<file path="config.mk">
export PLATFORM = sky130hd
export DESIGN_NAME = frs_message_queue
export DESIGN_NICKNAME = d
export VERILOG_FILES = /design/src/rtl/frs_message_queue.sv
export SDC_FILE = /design/constraint.sdc
export NUM_CORES = 1
export LEC_CHECK = 0
export CELL_PAD_IN_SITES_DETAIL_PLACEMENT = 1
export CELL_PAD_IN_SITES_GLOBAL_PLACEMENT = 2
export CORE_UTILIZATION = 37
export CTS_CLUSTER_DIAMETER = 80
export DETAILED_ROUTE_END_ITERATION = 12
export HOLD_SLACK_MARGIN = 0.1
export PLACE_DENSITY = 0.84
export RECOVER_POWER = 100
export SYNTH_ARGS = -nofsm -noshare
export SYNTH_HDL_FRONTEND = slang
export SYNTH_SLANG_ARGS = --single-unit
export TNS_END_PERCENT = 30
</file>
<file path="constraint.sdc">
create_clock -name clk -period 2.9 [get_ports clk]
set_input_delay 0.435 -clock clk [delete_from_list [all_inputs] [get_ports clk]]
set_output_delay 0.435 -clock clk [all_outputs]
set_load 0.01 [all_outputs]
</file>
<file path="src/rtl/frs_message_queue.sv">
// Receive-side FRS message queue: buffers Function ID + Reason pairs and exposes
// the FRS Queueing Status/Control and Message Queue registers plus an interrupt pulse.
module frs_message_queue #(
   parameter int DEPTH = 8
) (
   input  logic        clk,
   input  logic        rst_n,
   input  logic        msg_valid,
   input  logic [15:0] msg_func_id,
   input  logic [3:0]  msg_reason,
   input  logic        reg_wr_en,
   input  logic        reg_rd_en,
   input  logic        reg_addr,
   input  logic [31:0] reg_wdata,
   output logic [31:0] reg_rdata,
   output logic        reg_rdata_valid,
   output logic        irq_req,
   output logic [11:0] queue_max_depth,
   output logic [6:0]  queue_count
);

   localparam int PTR_W = (DEPTH > 1) ? $clog2(DEPTH) : 1;
   localparam logic [6:0]       DEPTH_C = 7'(DEPTH);
   localparam logic [PTR_W-1:0] LAST    = PTR_W'(DEPTH - 1);

   logic [19:0]      mem [DEPTH];
   logic [PTR_W-1:0] wr_ptr, rd_ptr;
   logic [6:0]       count;
   logic             msg_received, msg_overflow, int_en;
   logic             irq_q, rdata_valid_q;
   logic [31:0]      rdata_q;

   logic             empty, full, pop, push, drop, ctrl_wr;
   logic             received_next, overflow_next, int_en_next;
   logic [6:0]       count_next;
   logic [31:0]      head_word, status_word, rd_mux;
   logic             unused_wdata;

   assign unused_wdata = ^{reg_wdata[31:17], reg_wdata[15:2]};

   function automatic logic [PTR_W-1:0] bump(input logic [PTR_W-1:0] p);
      return (p == LAST) ? '0 : p + 1'b1;
   endfunction

   always_comb begin
      empty   = (count == 7'd0);
      full    = (count == DEPTH_C);
      pop     = reg_wr_en & reg_addr & ~empty;
      // a pop in the same cycle frees a slot, so a full queue still accepts the push
      push    = msg_valid & (~full | pop);
      drop    = msg_valid & ~push;
      ctrl_wr = reg_wr_en & ~reg_addr;

      // hardware set wins over a simultaneous W1C
      received_next = (msg_received & ~(ctrl_wr & reg_wdata[0])) | push;
      overflow_next = (msg_overflow & ~(ctrl_wr & reg_wdata[1])) | drop;
      int_en_next   = ctrl_wr ? reg_wdata[16] : int_en;

      count_next = count;
      if (push & ~pop)
         count_next = count + 7'd1;
      else if (pop & ~push)
         count_next = count - 7'd1;

      head_word   = empty ? 32'd0 : {12'd0, mem[rd_ptr]};
      status_word = {15'd0, int_en, 14'd0, msg_overflow, msg_received};
      rd_mux      = reg_addr ? head_word : status_word;
   end

   always_ff @(posedge clk) begin
      if (push)
         mem[wr_ptr] <= {msg_reason, msg_func_id};
   end

   always_ff @(posedge clk or negedge rst_n) begin
      if (!rst_n) begin
         wr_ptr          <= '0;
         rd_ptr          <= '0;
         count           <= '0;
         msg_received    <= 1'b0;
         msg_overflow    <= 1'b0;
         int_en          <= 1'b0;
         irq_q           <= 1'b0;
         rdata_valid_q   <= 1'b0;
         rdata_q         <= '0;
      end else begin
         if (push)
            wr_ptr <= bump(wr_ptr);
         if (pop)
            rd_ptr <= bump(rd_ptr);
         count         <= count_next;
         msg_received  <= received_next;
         msg_overflow  <= overflow_next;
         int_en        <= int_en_next;
         irq_q         <= received_next & int_en_next & ~(msg_received & int_en);
         rdata_valid_q <= reg_rd_en;
         if (reg_rd_en)
            rdata_q <= rd_mux;
         else
            rdata_q <= '0;
      end
   end

   assign reg_rdata       = rdata_q;
   assign reg_rdata_valid = rdata_valid_q;
   assign irq_req         = irq_q;
   assign queue_count     = count;
   assign queue_max_depth = 12'(DEPTH - 1);

endmodule

</file>
# [Yosys cells after proc, flatten, opt, wreduce, memory -nomap -nowiden]
# Memories as Yosys holds them, arrays and structs flattened.
# Cells that the tools add are included.
[op_classes] eq_ne=3 bitwise_logic=25 n_mux=10 addsub=4 reduce_logical=2
[op_table] cell="20-bit 2-to-1 mux" n=3
[op_table] cell="1-bit bitwise AND" n=14
[op_table] cell="7-bit 2-to-1 mux" n=2
[op_table] cell="1-bit NOT" n=8
[op_table] cell="7-bit by 1-bit adder with 7-bit output (second input constant)" n=1
[op_table] cell="7-bit by 4-bit == test with 1-bit output (second input constant)" n=1
[op_table] cell="7-bit zero test" n=1
[op_table] cell="7-bit by 1-bit subtractor with 7-bit output (second input constant)" n=1
[op_table] cell="3-bit by 1-bit adder with 3-bit output (second input constant)" n=2
[op_table] cell="3-bit == test (second input constant)" n=2
[op_table] cell="3-bit 2-to-1 mux" n=2
[op_table] cell="1-bit 2-to-1 mux" n=3
[op_table] cell="1-bit bitwise OR" n=3
[op_table] cell="2-bit nonzero test" n=1
[totals] input_bits=58 word_cells=54 ramBits=160 mem_count=1 output_inout_bits=53 reg_bits=50
[mem_list] memory="mem" words=8 width=20 read_ports=1 rd_clocked_by_memory_dff=0 write_ports=1 line_no="26" text="logic [19:0] mem [DEPTH];"

# [Depth between registers and ports, before layout]
[logic_depth] ltp_word=9 ltp_mapped=11 ltp_nobuf=11

# [Least setup slack after synthesis]
# Ideal clock, no wire load.
[synth_timing] path_kind="flip-flop to flip-flop" from="register count[0], in the netlist queue_count[0]" to="memory mem[0][0], enable pin" synth_period_minus_slack_ps=2875 setup_time_ps=422 t_arrival_ps=2453 stages_incl_launch_ff=5 path_buffers=0 setup_slack_ps=25 t_required_ps=2478 cell_sequence="dfrtp_1 nor4_4 a41oi_4 nand2b_1 nor3_1"
[synth_via] elab_chain_len=7 word_cells_on_any_way=9 cone_classes="1 x eq/ne; 2 x mux; 5 x bitwise; 1 x reduce/logical"
[synth_rtl] item="start: declaration" line_no="28" text="logic [6:0] count;"
[synth_rtl] item="start signal: assignment" line_no="91" text="count <= count_next;"
[synth_rtl] item="7-bit zero test" line_no="46" text="empty = (count == 7'd0);"
[synth_rtl] item="1-bit NOT" line_no="48" text="pop = reg_wr_en & reg_addr & ~empty;"
[synth_rtl] item="1-bit bitwise AND" line_no="48"
[synth_rtl] item="1-bit bitwise OR (*)" line_no="50" text="push = msg_valid & (~full | pop);"
[synth_rtl] item="1-bit bitwise AND (*)" line_no="50"
[synth_rtl] item="via push" line_no="33" text="logic empty, full, pop, push, drop, ctrl_wr;"
[synth_rtl] item="1-bit 2-to-1 mux (*)" line_no="71" text="if (push)"
[synth_rtl] item="1-bit 2-to-1 mux (not written as such) (*)" line_no="72" text="mem[wr_ptr] <= {msg_reason, msg_func_id};"
[synth_rtl] item="end: declaration" line_no="26"
# The timed path passes the listed nets; every way through them passes the cells marked *.

# [Final worst setup path]
[layout_timing] from="register count[6], in the netlist queue_count[6]" to="register count[5], in the netlist queue_count[5]"
[layout_via] elab_chain_len=8 word_cells_on_any_way=13 cone_classes="1 x eq/ne; 1 x mux; 9 x bitwise; 2 x reduce/logical"
[layout_rtl] item="7-bit zero test" line_no="46"
[layout_rtl] item="1-bit NOT" line_no="48"
[layout_rtl] item="1-bit bitwise AND" line_no="48"
[layout_rtl] item="1-bit bitwise OR (*)" line_no="50"
[layout_rtl] item="1-bit bitwise AND (*)" line_no="50"
[layout_rtl] item="via push" line_no="33"
[layout_rtl] item="1-bit NOT" line_no="62" text="else if (pop & ~push)"
[layout_rtl] item="1-bit bitwise AND" line_no="62"
[layout_rtl] item="2-bit nonzero test (no line)"
# Marked as above.
# A chain may end at the register's enable or synchronous reset.

==> results.sh <==
export IMPL_drtIter0Drc=239
export IMPL_holdPathStages=2
export IMPL_cpMostUsedCell="ha_1"
export IMPL_synth_seq_cells=198
export IMPL_die_height_um=149
export IMPL_pwr_share_comb=0.293
export IMPL_use_met1=0.195
export IMPL_drive_above_1_share=0.204
export IMPL_vias=3943
export IMPL_p_int_mw=6.21
export IMPL_syn_inst=412
export IMPL_place_gp_congestion=0.715
export IMPL_grt_use_total=0.157
export IMPL_netlist_top_cells_count="160 x edfxtp_1, 40 x mux4_2, 38 x dfrtp_1"
export IMPL_cp_max_fo=6
export IMPL_async_flop_share=0.192
export IMPL_max_freq_mhz=364
export IMPL_start_util=0.378
export IMPL_synth_main_ff_cell="edfxtp_1"
export IMPL_setup_viol=0
export IMPL_viasPerCell=4.97
export IMPL_cts_sinks=198
export IMPL_min_path_type="reg2reg"
export IMPL_met3_usage=0.0396
export IMPL_placed_area_um2=8980
export IMPL_final_setup_tns_ns=0
export IMPL_slew_violations=0
export IMPL_synth_top_area_cell="edfxtp_1"
export IMPL_die_x_um=149
export IMPL_clock_skew_ns=0.00746
export IMPL_p_seq_frac=0.444
export IMPL_rows=53
export IMPL_regToRegStartpoint="queue_count[6]"
export IMPL_required_ns=3.27
export IMPL_cp_cell_sequence="nor4_4 -> clkbuf_1 -> a41oi_4 -> ha_1 -> inv_2 -> ha_1 -> a21o_1 -> a31o_1 -> a2111oi_0 -> nand3b_1"
export IMPL_hold_start="msg_overflow"
export IMPL_route_detailed_drc=0
export IMPL_p_leak_nw=3.40
export IMPL_rsz0062_at_grt="false"
export IMPL_yosys_cell_count_top_type="edfxtp_1"
export IMPL_clockBufferDepth=2
export IMPL_yosys_warnings=0
export IMPL_antenna_found_initial=0
export IMPL_grt_busiest_layer="met2"
export IMPL_num_antenna_cells=0
export IMPL_drtPass1Iterations=4
export IMPL_postRouteWirelength_mm=16.0
export IMPL_stdcell_area_um2=9460
export IMPL_overflow=0
export IMPL_cp_arrival_ns=3.12
export IMPL_p_per_area_nw_per_um2=932
export IMPL_synth_top_area_frac=0.605
export IMPL_post_synth_num_cell_types=42
export IMPL_whs_ns=0.506
export IMPL_cts_buffers=17
export IMPL_grt_pass1_wl_mm=24.8
export IMPL_num_nets_final=576
export IMPL_ir_worst_vdd_v=0.000684
export IMPL_netlist_area_um2=7940
export IMPL_reg2reg_depth=10
export IMPL_grt_pass1_vias=4268
export IMPL_worst_slack_ns=0.156
export IMPL_port_buffers=57
export IMPL_ios=111
export IMPL_avgSynthCellArea_um2=19.3
export IMPL_crit_path_end_kind="flip-flop"
export IMPL_final_cells=794
export IMPL_slowest_delay_ns=0.46
export IMPL_dp_cells=760
export IMPL_pwr_share_clk=0.262
export IMPL_switching_power_mw=2.61
export IMPL_cpMaxStageDelayCell="dfrtp_1"
export IMPL_post_route_period_util=0.946
export IMPL_fp_coreArea_um2=21000
export IMPL_cp_start_kind="flip-flop"
export IMPL_postRouteAntennaNets=0
export IMPL_crit_start="queue_count[6]"
export IMPL_ys_seq_area_frac=0.725
export IMPL_post_dp_hpwl_mm=9.93
export IMPL_crit_type="reg2reg"
export IMPL_max_cap_viol_count=0
export IMPL_grt_max_degree=32
export IMPL_die_area_um2=22100
export IMPL_area_growth_pct=19.1
export IMPL_fillers=2013
export IMPL_p_sw_frac=0.296
export IMPL_htree_num_levels=4
export IMPL_min_period_ns=2.74
export IMPL_status="complete, no violations"
export IMPL_root_buffer="clkbuf_16"
export IMPL_synth_edff_count=160
export IMPL_dp_slack_ns=-0.0514
export IMPL_synth_top_cells_by_area="edfxtp_1 60%, dfrtp_1 12%, mux4_2 11%, mux2i_1 2.5%, buf_4 2.3%"
export IMPL_drt_wirelength_per_cell_um=20.1
export IMPL_hold_viol_final=0
export IMPL_cts_tree="built"
export IMPL_clk_pin_slew_ns=0.07
export IMPL_use_met2=0.267
export IMPL_slew_headroom=0.0531
export IMPL_clock_latency_ns=0.43
export IMPL_worst_pin_slew_ns=1.42
## cell type report
cell class | count | area [µm²] | share of cell area
inverters | 4 | 15.0 | 0.00159
flip-flops and latches | 198 | 5760 | 0.608
multi-input cells | 192 | 1970 | 0.208
clock buffers | 18 | 429 | 0.0454
repair buffers | 93 | 801 | 0.0846
well taps | 275 | 344 | 0.0364
clock inverters | 14 | 150 | 0.0159
## critical path, delay by kind of cell, from the launching register on
family	cells	cell delay, ns
compound gates	4	0.92
fa+ha+maj	2	0.47
buf+inv	2	0.31
flops	1	0.46
simple gates	2	0.51
## sequential cells by signal (all words and copies together), names as in the netlist
| name | count |
|---|---|
| int_en | 1 |
| mem | 160 |
| msg_received | 1 |
| queue_count | 7 |
| wr_ptr | 3 |
| rd_ptr | 3 |
| reg_rdata_valid | 1 |
| msg_overflow | 1 |
| reg_rdata | 20 |
| irq_req | 1 |
## worst paths after layout
kind	to	slack (ns)
max in group asynchronous	reg_rdata[17]	0.74
worst min register to register	msg_overflow	0.51
min in group asynchronous	int_en	0.86
worst max-delay path	queue_count[5]	0.16
worst max register to register	queue_count[5]	0.16
worst min-delay path	msg_overflow	0.51
## cell families after synthesis
kind of cell    after synthesis  share of synthesized area
xor+xnor                      5                    0.00551
compound gates               20                     0.0183
flops                       198                      0.725
fa+ha+maj                    12                     0.0198
simple gates                 62                     0.0397
mux                          69                      0.153
buf+inv                      44                     0.0383
other cells                   2                   0.000946
## per-layer routing
metal | vias to the layer above | routed length, µm | part of all wire
li1 | 1743 | - | -
met1 | 2067 | 6780 | 0.42
met2 | 111 | 8290 | 0.52
met3 | 22 | 677 | 0.042
met4 | 0 | 229 | 0.014
met5 | - | 0 | 0
## metrics by stage
stage | util | total power [mW]
2_1_floorplan | - | 5.73
3_3_place_gp | 0.427 | 6.60
3_5_place_dp | 0.427 | 6.75
4_1_cts | 0.455 | 9.10
5_1_grt | 0.450 | 9.28
6_report | 0.450 | 8.82
## power by group through the flow
stage / logic (mW) / registers, mW / clock network [mW]
floorplan: 1.84 / 3.89 / 0
global placement: 2.65 / 3.95 / 0
detailed placement: 2.76 / 3.99 / 0
CTS: 2.78 / 3.94 / 2.38
global route: 2.83 / 3.98 / 2.47
finish: 2.59 / 3.92 / 2.31
## timing repair
item	CTS	global route
hold endpoints to repair	23	0
buffers inserted	0	1
setup endpoints to repair	0	3
hold buffers	1	0
resized for setup	0	3
## cell usage in the layout (no fill, tap or decap), types with 2 or more instances in the layout
cell,count
inv_1,3
nand2b_1,3
clkinv_1,2
nor2_1,26
a21o_1,4
o21ai_0,8
edfxtp_1,160
clkbuf_16,17
nor4_1,2
mux2_2,5
clkdlybuf4s50_1,6
conb_1,24
nand2_1,14
nand3_1,2
mux4_2,40
nor2b_1,2
buf_4,13
inv_6,3
bufinv_16,2
mux2i_1,20
clkbuf_1,13
xnor2_1,4
clkbuf_2,8
dfrtp_1,38
nor3_1,2
ha_1,11
nor3b_1,2
dlygate4sd3_1,51
clkinv_4,2
clkinvlp_4,3
a21oi_1,3
buf_12,2
mux2_1,3
(Power assumes the default switching activity.)
